<file path="src/rtl/ultrasonic_ranger_if.sv">
// Sensor-side and result signals of one ultrasonic ranger channel.
// The ranger uses the master modport; the consumer (or bench) uses slave.
interface ultrasonic_ranger_if;
    logic        echo;
    logic        trig;
    logic [12:0] distance;
    logic [6:0]  y_pos;
    logic        valid;
    logic        timeout;
    logic [2:0]  dbg_state;

    modport master (
        input  echo,
        output trig, distance, y_pos, valid, timeout, dbg_state
    );

    modport slave (
        output echo,
        input  trig, distance, y_pos, valid, timeout, dbg_state
    );
endinterface

</file>
<file path="src/rtl/ultrasonic_ranger.sv">
// HC-SR04 style ranger: periodic trigger, echo-width timing, distance and clamped paddle Y.
// valid/timeout are single-cycle pulses with no backpressure; distance/y_pos hold until the next valid.
module ultrasonic_ranger #(
    parameter int TRIG_CYCLES     = 500,
    parameter int PERIOD_CYCLES   = 3000000,
    parameter int TIMEOUT_CYCLES  = 1500000,
    parameter int CYCLES_PER_UNIT = 2900,
    parameter int Y_MAX           = 88
) (
    input  logic                clock,
    input  logic                reset_n,
    ultrasonic_ranger_if.master bus
);
    localparam int PW = $clog2(PERIOD_CYCLES);
    localparam int TW = $clog2(TIMEOUT_CYCLES + 1);
    localparam int CW = (TRIG_CYCLES > 1) ? $clog2(TRIG_CYCLES) : 1;
    localparam int SW = (CYCLES_PER_UNIT > 1) ? $clog2(CYCLES_PER_UNIT) : 1;
    localparam logic [12:0] UNIT_MAX = 13'h1FFF;
    localparam logic [12:0] Y_MAX13  = 13'(Y_MAX);

    typedef enum logic [2:0] {
        S_IDLE      = 3'd0,
        S_TRIG      = 3'd1,
        S_WAIT_RISE = 3'd2,
        S_MEASURE   = 3'd3,
        S_HOLD      = 3'd4
    } state_t;

    state_t      r_state;
    state_t      w_next;
    logic        r_sync1, r_sync2, r_echo_d;
    logic        r_trig;
    logic [CW-1:0] r_trig_cnt;
    logic [PW-1:0] r_period;
    logic [TW-1:0] r_to_cnt;
    logic [SW-1:0] r_sub;
    logic [12:0] r_unit;
    logic [12:0] r_distance;
    logic [6:0]  r_y;
    logic        r_valid, r_timeout;

    logic        w_rise, w_fall, w_to_hit, w_trig_done, w_period_end;
    logic        w_count, w_sub_wrap, w_take, w_abandon;
    logic [SW-1:0] w_sub_next;
    logic [12:0] w_unit_next;

    assign w_rise       = r_sync2 & ~r_echo_d;
    assign w_fall       = ~r_sync2 & r_echo_d;
    assign w_to_hit     = (r_to_cnt == TW'(TIMEOUT_CYCLES));
    assign w_trig_done  = (r_trig_cnt == CW'(TRIG_CYCLES - 1));
    assign w_period_end = (r_period >= PW'(PERIOD_CYCLES - 1));

    // Width is counted on the delayed copy so the rise cycle and the fall cycle
    // are both included, making W equal to the number of echo_s-high cycles.
    assign w_count     = (r_state == S_MEASURE) && r_echo_d;
    assign w_sub_wrap  = (r_sub == SW'(CYCLES_PER_UNIT - 1));
    assign w_sub_next  = !w_count ? r_sub : (w_sub_wrap ? '0 : r_sub + SW'(1));
    assign w_unit_next = (w_count && w_sub_wrap && r_unit != UNIT_MAX) ? r_unit + 13'd1 : r_unit;

    // A falling edge beats a timeout landing in the same cycle.
    assign w_take    = (r_state == S_MEASURE) && w_fall;
    assign w_abandon = ((r_state == S_WAIT_RISE) || (r_state == S_MEASURE)) && w_to_hit && !w_take;

    always_comb begin
        w_next = r_state;
        case (r_state)
            S_IDLE:      w_next = S_TRIG;
            S_TRIG:      if (w_trig_done) w_next = S_WAIT_RISE;
            S_WAIT_RISE: begin
                if (w_to_hit)    w_next = S_HOLD;
                else if (w_rise) w_next = S_MEASURE;
            end
            S_MEASURE:   if (w_fall || w_to_hit) w_next = S_HOLD;
            S_HOLD:      if (w_period_end) w_next = S_TRIG;
            default:     w_next = S_IDLE;
        endcase
    end

    always_ff @(posedge clock) begin
        if (!reset_n) r_state <= S_IDLE;
        else          r_state <= w_next;
    end

    always_ff @(posedge clock) begin
        if (!reset_n) begin
            r_sync1    <= 1'b0;
            r_sync2    <= 1'b0;
            r_echo_d   <= 1'b0;
            r_trig     <= 1'b0;
            r_trig_cnt <= '0;
            r_period   <= '0;
            r_to_cnt   <= '0;
            r_sub      <= '0;
            r_unit     <= '0;
            r_distance <= '0;
            r_y        <= '0;
            r_valid    <= 1'b0;
            r_timeout  <= 1'b0;
        end else begin
            r_sync1    <= bus.echo;
            r_sync2    <= r_sync1;
            r_echo_d   <= r_sync2;
            r_trig     <= (r_state == S_TRIG);
            r_trig_cnt <= (r_state == S_TRIG && w_next == S_TRIG) ? r_trig_cnt + CW'(1) : '0;
            r_period   <= (w_next == S_TRIG && r_state != S_TRIG) ? '0 : r_period + PW'(1);

            if (w_next == S_WAIT_RISE && r_state != S_WAIT_RISE)
                r_to_cnt <= '0;
            else if (r_state == S_WAIT_RISE || r_state == S_MEASURE)
                r_to_cnt <= r_to_cnt + TW'(1);

            if (w_next == S_MEASURE && r_state != S_MEASURE) begin
                r_sub  <= '0;
                r_unit <= '0;
            end else begin
                r_sub  <= w_sub_next;
                r_unit <= w_unit_next;
            end

            r_valid   <= w_take;
            r_timeout <= w_abandon;
            if (w_take) begin
                r_distance <= w_unit_next;
                r_y        <= (w_unit_next > Y_MAX13) ? Y_MAX13[6:0] : w_unit_next[6:0];
            end
        end
    end

    assign bus.trig      = r_trig;
    assign bus.distance  = r_distance;
    assign bus.y_pos     = r_y;
    assign bus.valid     = r_valid;
    assign bus.timeout   = r_timeout;
    assign bus.dbg_state = r_state;
endmodule

</file>
<file path="src/flat_wrapper.sv">
// flat-port wrapper written by rule: the top's interface ports become plain ports
module ultrasonic_ranger_flat 
#(
    parameter int TRIG_CYCLES     = 500,
    parameter int PERIOD_CYCLES   = 3000000,
    parameter int TIMEOUT_CYCLES  = 1500000,
    parameter int CYCLES_PER_UNIT = 2900,
    parameter int Y_MAX           = 88
)
  (clock, reset_n, bus_echo, bus_trig, bus_distance, bus_y_pos, bus_valid, bus_timeout, bus_dbg_state);
  ultrasonic_ranger_if bus_i ();
  input  logic clock;
  input  logic reset_n;
  input wire logic [$bits(bus_i.echo)-1:0] bus_echo;
  output wire logic [$bits(bus_i.trig)-1:0] bus_trig;
  output wire logic [$bits(bus_i.distance)-1:0] bus_distance;
  output wire logic [$bits(bus_i.y_pos)-1:0] bus_y_pos;
  output wire logic [$bits(bus_i.valid)-1:0] bus_valid;
  output wire logic [$bits(bus_i.timeout)-1:0] bus_timeout;
  output wire logic [$bits(bus_i.dbg_state)-1:0] bus_dbg_state;
  assign bus_i.echo = bus_echo;
  assign bus_trig = bus_i.trig;
  assign bus_distance = bus_i.distance;
  assign bus_y_pos = bus_i.y_pos;
  assign bus_valid = bus_i.valid;
  assign bus_timeout = bus_i.timeout;
  assign bus_dbg_state = bus_i.dbg_state;
  ultrasonic_ranger #(.TRIG_CYCLES(TRIG_CYCLES), .PERIOD_CYCLES(PERIOD_CYCLES), .TIMEOUT_CYCLES(TIMEOUT_CYCLES), .CYCLES_PER_UNIT(CYCLES_PER_UNIT), .Y_MAX(Y_MAX)) u_core (.clock(clock), .reset_n(reset_n), .bus(bus_i));
endmodule
</file>
<file path="config.mk">
export PLATFORM = sky130hd
export DESIGN_NAME = ultrasonic_ranger_flat
export DESIGN_NICKNAME = d
export VERILOG_FILES = /design/src/rtl/ultrasonic_ranger_if.sv /design/src/rtl/ultrasonic_ranger.sv /design/src/flat_wrapper.sv
export SDC_FILE = /design/constraint.sdc
export NUM_CORES = 1
export LEC_CHECK = 0
export ABC_AREA = 1
export CORE_ASPECT_RATIO = 1.25
export CORE_MARGIN = 4
export CORE_UTILIZATION = 53
export DETAILED_ROUTE_END_ITERATION = 10
export PLACE_DENSITY = 0.75
export SKIP_LAST_GASP = 1
export SYNTH_ARGS = -nofsm -noshare
export SYNTH_HDL_FRONTEND = slang
export SYNTH_SLANG_ARGS = --single-unit
</file>
<file path="constraint.sdc">
create_clock -name clock -period 2.1 [get_ports clock]
set_input_delay 0.42 -clock clock [delete_from_list [all_inputs] [get_ports clock]]
set_output_delay 0.42 -clock clock [all_outputs]
set_load 0.05 [all_outputs]
</file>
==> impl_metrics.py, run 1 <==
metrics = {
    "global_route": {
        "antenna_found_initial": 0,
        "grt_max_degree": 26,
        "grt_pass1_wl_mm": 17.5,
        "grt-ovfl-total": 0,
        "first_global_vias": 4211,
        "grt_usage": 0.198,
    },
    "place": {
        "gp_congestion": 0.870,
        "placed_cell_area_um2": 5440,
        "hpwl_mm": 7.38,
        "port_buffers": 28,
    },
    "floorplanning": {
        "dieWidth_um": 93.7,
        "initial_utilization": 0.551,
        "num_rows": 38,
        "io_pins": 29,
        "die_area_um2": 10800,
        "core_um2": 8840,
        "dieHeight_um": 115,
    },
    "timing": {
        "clock.fmax_mhz": 483,
        "worst_slew_pin_slew_ps": 517,
        "fin_crit_sh": 0.986,
        "fin_skew_ps": 4.88,
        "finalSetupViolations": 0,
        "slew_headroom": 0.654,
        "rsz0062_at_grt": "true",
        "hold_slack_ps": 423,
        "finalCriticalPeriod_ps": 2070,
        "slew_violations": 0,
        "tns_ps": 0,
        "hold_violations": 0,
    },
    "cells_and_area": {
        "syn_to_final_growth_pct": 23.6,
        "antenna_cells": 0,
        "layout_common_cells": "nand2_1 (128), nor2_1 (113), dfxtp_1 (93)",
        "design_area_um2": 6020,
        "layout_commonest_cell": "nand2_1",
        "fillers": 726,
        "post-route-util": 0.681,
        "drive_above_1_share": 0.165,
        "fin_nets": 749,
    },
    "synth": {
        "syn_avg_cell_area_um2": 7.17,
        "synth_cells": 679,
        "ys_ff_latch": 106,
        "netlist.area_leader.share": 0.436,
        "synth_fp_nets": 688,
        "synth_cell_types": 33,
        "yosysTopAreaCell": "dfxtp_1",
        "yosysWarnings": 0,
        "synthTopCellsByArea": "dfxtp_1 (44%), nand2_1 (11%), nor2_1 (9.5%)",
        "syn_area_um2": 4870,
        "ys_seq_area_frac": 0.436,
    },
    "route": {
        "dr.first_iter.drc_count": 223,
        "drc": 0,
        "avgRoutedWirePerCell_um": 12.6,
        "ant_nets": 0,
        "routed_wl_mm": 10.9,
        "dr.pass1.iters": 5,
        "vias": 4455,
        "vias_per_cell": 5.16,
    },
    "power_and_ir_drop": {
        "ir_worst_vdd_v": 0.000409,
        "power.leakage_nw": 2.32,
        "total_power_mw": 3.60,
        "p_per_area_nw_per_um2": 599,
    },
    "worst_hold_path": {
        "min_path_cells": 2,
        "hold_path_end": "u_core.r_sync2",
        "hold_path.class": "reg -> reg",
        "hold_start": "u_core.r_sync1",
    },
    "status": {
        "status": "finished clean",
    },
    "critical_path": {
        "timing.rr.end": "u_core.bus.y_pos[4]",
        "critPathMaxStageDelay_ps": 360,
        "reg2reg_from": "u_core.r_unit[1]",
        "path_cells": "ha_1, inv_1, nor2_2, nand2_2, nor2_4, nand2_2, nand2_4, clkbuf_16, nand2_1, nand2_1, nand3_1, nand2_1, nand2_1, nand2_2, nand2_2, o21ai_1, inv_1",
        "arrival_ps": 2350,
        "cp-start-kind": "register",
        "critical_path.slowest_cell": "dfxtp_2",
        "r2r_cells": 17,
        "crit_family": "simple AND/OR/NAND/NOR gates",
        "r2r_setup_slack_ps": 30,
        "worst_setup_path_end_kind": "register",
        "crit_buf_inv": 3,
        "crit_fanout": 5,
        "critPathKind": "reg -> reg",
        "cp.required_ps": 2380,
    },
    "cts": {
        "clockBufferDepth": 2,
        "insertion_delay_ps": 380,
        "cts.sinks": 106,
        "htree_levels": 3,
        "cts-root-buf": "clkbuf_8",
        "path_clk_slew_ps": 90,
        "cts_tree": "built",
        "ctsHoldBuffers": 0,
        "cts_buffers": 9,
    },
    "flow_run": {
        "maxCapViolations": 0,
    },
}
## final cells by class
cell class / instances / area (um2) / area share
repair buffers: 62 / 593 / 0.0985
flip-flops and latches: 106 / 2140 / 0.356
well taps: 120 / 150 / 0.0249
clock buffers: 10 / 138 / 0.0229
clock inverters: 5 / 103 / 0.0170
multi-input cells: 464 / 2530 / 0.420
inverters: 97 / 367 / 0.0609
## worst max-delay path by stage
| stage | startpoint | slack (ps) | end | cells past startpoint |
|---|---|---|---|---|
| 5_1_grt | u_core.r_unit[1] | -130 | u_core.bus.y_pos[4] | 17 |
| 3_3_place_gp | u_core.r_period[0] | 20 | u_core.r_period[20] | 13 |
| 2_1_floorplan | u_core.r_unit[0] | 0.3 | u_core.bus.y_pos[3] | 15 |
| 3_5_place_dp | u_core.r_period[0] | -40 | u_core.r_period[20] | 13 |
| 6_report | u_core.r_unit[1] | 30 | u_core.bus.y_pos[4] | 17 |
| 4_1_cts | u_core.r_period[0] | -8 | u_core.r_period[20] | 13 |
## what timing repair did
item	CTS	global route
gates resized for setup	4	65
setup endpoints to repair	4	43
pin swaps	2	12
gates cloned	0	2
buffers inserted	1	10
## cell usage after synthesis, drive strengths merged
| cell type | instances |
|---|---|
| nand4 | 20 |
| clkbuf | 11 |
| nor3b | 4 |
| xor2 | 36 |
| nand3 | 30 |
| nor2 | 125 |
| and3 | 2 |
| ha | 6 |
| o211ai | 6 |
| nand2 | 146 |
| dfxtp | 106 |
| o21ai | 14 |
| nor4 | 6 |
| mux2i | 1 |
| a31oi | 1 |
| o31ai | 2 |
| xnor2 | 9 |
| o221ai | 1 |
| a21oi | 21 |
| nand3b | 1 |
| nor3 | 28 |
| inv | 97 |
| buf | 1 |
| a211oi | 2 |
| or2 | 3 |
## sequential cells by signal, indices dropped and copies added, names as in the netlist
signal                count
u_core.bus.dbg_state      3
u_core.bus.distance      13
u_core.bus.timeout        1
u_core.bus.trig           1
u_core.bus.valid          1
u_core.bus.y_pos          7
u_core.r_echo_d           1
u_core.r_period          22
u_core.r_sub             12
u_core.r_sync1            1
u_core.r_sync2            1
u_core.r_to_cnt          21
u_core.r_trig_cnt         9
u_core.r_unit            13
## report_power, final
part	leakage [nW]	internal, mW	switching (mW)
clock	0.118	0.815	0.679
combinational	1.34	0.0304	0.0586
sequential	0.862	2.01	0.00651
## worst register-to-register path: stages (launching register included)
cell and delay (ps):
dfxtp_2 360, ha_1 170, inv_1 50, nor2_2 130
nand2_2 100, nor2_4 110, nand2_2 90, nand2_4 110
clkbuf_16 150, nand2_1 50, nand2_1 90, nand3_1 100
nand2_1 60, nand2_1 60, nand2_2 110, nand2_2 60
o21ai_1 130, inv_1 50
## metal layers
| metal | vias up | share of wire | track usage |
|---|---|---|---|
| li1 | 2255 | - | - |
| met5 | - | 0 | 0 |
| met3 | 24 | 0.038 | 0.0419 |
| met4 | 0 | 0.026 | 0.0992 |
| met2 | 95 | 0.52 | 0.352 |
| met1 | 2081 | 0.42 | 0.221 |
## logic make-up after synthesis
logic type / after synthesis / synth area share
simple gates: 365 / 0.326
buf+inv: 109 / 0.0855
flops: 106 / 0.436
compound gates: 47 / 0.0545
xor+xnor: 45 / 0.0809
fa+ha+maj: 6 / 0.0154
mux: 1 / 0.00206
## per-stage QoR
step | cells | setup slack, ps
2_1_floorplan | 679 | 0.331
3_3_place_gp | 836 | 21.4
3_5_place_dp | 836 | -39.4
4_1_cts | 852 | -8.26
5_1_grt | 864 | -131
6_report | 864 | 29.3
Note: power is estimated with default switching activity, not from simulation.
==> run 2, diff against run 1 <==
--- a/config.mk
+++ b/config.mk
@@ -9,6 +9,7 @@
 export CORE_ASPECT_RATIO = 1.25
 export CORE_MARGIN = 4
 export CORE_UTILIZATION = 53
+export CTS_CLUSTER_DIAMETER = 60
 export DETAILED_ROUTE_END_ITERATION = 10
 export PLACE_DENSITY = 0.75
 export SKIP_LAST_GASP = 1
==> results of run 2 <==
Same layout as run 1: the final DEF is identical, and so are final timing and power.
==> run 3, diff against run 2 <==
--- a/config.mk
+++ b/config.mk
@@ -7,10 +7,11 @@
 export LEC_CHECK = 0
 export ABC_AREA = 1
 export CORE_ASPECT_RATIO = 1.25
-export CORE_MARGIN = 4
-export CORE_UTILIZATION = 53
+export CORE_MARGIN = 1.5
+export CORE_UTILIZATION = 57
 export CTS_CLUSTER_DIAMETER = 60
 export DETAILED_ROUTE_END_ITERATION = 10
+export DONT_BUFFER_PORTS = 1
 export PLACE_DENSITY = 0.75
 export SKIP_LAST_GASP = 1
 export SYNTH_ARGS = -nofsm -noshare
==> impl_metrics.py, run 3 (synthesis results as in run 1) <==
metrics = {
    "status": {
        "status": "finished clean",
    },
    "critical_path": {
        "r2r_cells": 15,
        "cp.required_ps": 2370,
        "critPathKind": "reg -> reg",
        "crit_fanout": 6,
        "startpoint": "u_core.r_sub[0]",
        "reg2reg_from": "u_core.r_sub[0]",
        "worst_setup_path_end_kind": "register",
        "arrival_ps": 2290,
        "r2r_setup_slack_ps": 80,
        "cp-start-kind": "register",
        "timing.rr.end": "u_core.bus.y_pos[3]",
    },
    "timing": {
        "clock.fmax_mhz": 494,
        "fin_skew_ps": 13.9,
        "fin_crit_sh": 0.964,
        "tns_ps": 0,
        "hold_violations": 0,
        "slew_violations": 0,
        "rsz0062_at_grt": "true",
        "final.setup.worst_slack_ps": 75.6,
        "worst_slew_pin_slew_ps": 586,
        "slew_headroom": 0.609,
        "finalSetupViolations": 0,
        "hold_slack_ps": 143,
        "finalCriticalPeriod_ps": 2020,
    },
    "floorplanning": {
        "core_um2": 8290,
        "num_rows": 37,
        "initial_utilization": 0.588,
        "io_pins": 29,
        "dieWidth_um": 85.7,
        "dieHeight_um": 106,
        "die_area_um2": 9110,
    },
    "place": {
        "gp_congestion": 0.837,
        "hpwl_mm": 7.36,
        "port_buffers": 0,
        "dp_slack_ps": -33.6,
    },
    "cts": {
        "htree_levels": 3,
        "insertion_delay_ps": 370,
        "cts-root-buf": "clkbuf_8",
        "cts_tree": "built",
        "clockBufferDepth": 2,
        "path_clk_slew_ps": 90,
        "cts.sinks": 106,
        "cts_buffers": 9,
        "ctsHoldBuffers": 0,
    },
    "power_and_ir_drop": {
        "p_int_mw": 2.48,
        "p_per_area_nw_per_um2": 575,
        "seqPwrFrac": 0.632,
        "power_switching_mw": 0.723,
        "total_power_mw": 3.21,
        "pwr-share-clk": 0.348,
        "power.leakage_nw": 2.17,
        "switching_share": 0.225,
        "pwr-share-comb": 0.020,
        "ir_worst_vdd_v": 0.000378,
    },
    "route": {
        "dr.first_iter.drc_count": 172,
        "avgRoutedWirePerCell_um": 12.8,
        "ant_nets": 0,
        "vias": 4291,
        "drc": 0,
        "routed_wl_mm": 10.4,
        "vias_per_cell": 5.26,
        "dr.pass1.iters": 4,
    },
    "worst_hold_path": {
        "hold_start": "reset_n",
        "min_path_cells": 2,
        "hold_path_end": "u_core.r_sync1",
        "hold_path.class": "in -> reg",
    },
    "global_route": {
        "first_global_vias": 4021,
        "grt_max_degree": 26,
        "grt-ovfl-total": 0,
        "grt_usage": 0.230,
        "antenna_found_initial": 0,
        "grt_pass1_wl_mm": 16.9,
    },
    "flow_run": {
        "maxCapViolations": 0,
    },
    "cells_and_area": {
        "top_regs": "u_core.r_period: 22 flops, u_core.r_to_cnt: 21 flops",
        "post-route-util": 0.673,
        "largest_reg_flops": 22,
        "top_register": "u_core.r_period",
        "layout_commonest_cell": "nand2_1",
        "drive_above_1_share": 0.153,
        "antenna_cells": 0,
        "layout_common_cells": "nand2_1 (130), nor2_1 (118), dfxtp_1 (96)",
        "syn_to_final_growth_pct": 14.4,
        "fin_nets": 725,
    },
}
[run 3: cell count changes in the layout (fill, tap and decap cells not counted), sizes merged]
| cell | change |
|---|---|
| clkdlybuf4s50 | -26 |
| dlygate4sd2 | -2 |
| clkinvlp | +3 |
| bufinv | -3 |
| clkinv | -1 |
| buf | +6 |
| clkbuf | -2 |
[run 3: worst max-delay path by stage]
stage / endpoint / depth (start not counted)
3_5_place_dp: u_core.bus.y_pos[3] / 16
6_report: u_core.bus.y_pos[3] / 15
3_3_place_gp: u_core.bus.y_pos[4] / 14
5_1_grt: u_core.bus.y_pos[4] / 17
2_1_floorplan: u_core.bus.y_pos[3] / 15
4_1_cts: u_core.bus.y_pos[3] / 17
[run 3: layout make-up]
| cell class | count | area, um2 |
|---|---|---|
| flip-flops and latches | 106 | 2140 |
| fillers | 707 | 2710 |
| repair buffers | 38 | 305 |
| well taps | 97 | 121 |
| clock inverters | 4 | 30.0 |
| multi-input cells | 464 | 2470 |
| clock buffers | 10 | 138 |
| inverters | 97 | 367 |
[run 3: worst max-delay path, cell delays in order, from the launching register on]
cell     delay (ps)
dfxtp_4         380
ha_4            140
nand2_1          50
nor2_1           80
nand2_1          90
nor3_4          200
nand2_4         110
buf_6           140
nand2_2          70
nand2_2          60
nor2_1          100
nand2_1          90
nor2_4          180
nand2_2          90
o21ai_2         110
inv_1            50
[run 3: power by group through the flow]
stage / Clock [mW] / Combinational [mW] / Sequential, mW
global placement: 0 / 0.0629 / 2.07
detailed placement: 0 / 0.0646 / 2.07
floorplan: 0 / 0.0404 / 2.08
finish: 1.12 / 0.0644 / 2.02
global route: 1.23 / 0.0717 / 2.03
CTS: 1.15 / 0.0649 / 2.03
[run 3: per-layer routing]
layer	up-vias	routed length [um]	GRT usage
li1	2215	-	-
met1	1961	4350	0.253
met2	87	5400	0.424
met3	28	402	0.0481
met4	0	261	0.0945
met5	-	0	0
[run 3: through the flow]
step	cells	area [um2]
3_5_place_dp	789	5140
2_1_floorplan	679	4870
4_1_cts	805	5330
5_1_grt	816	5570
6_report	816	5570
3_3_place_gp	789	5140
[run 3: repair_timing]
item                       in CTS  in global routing
buffers inserted                2                 11
setup endpoints to repair       5                 52
gates resized for setup         2                 49
pin swaps                       1                  8
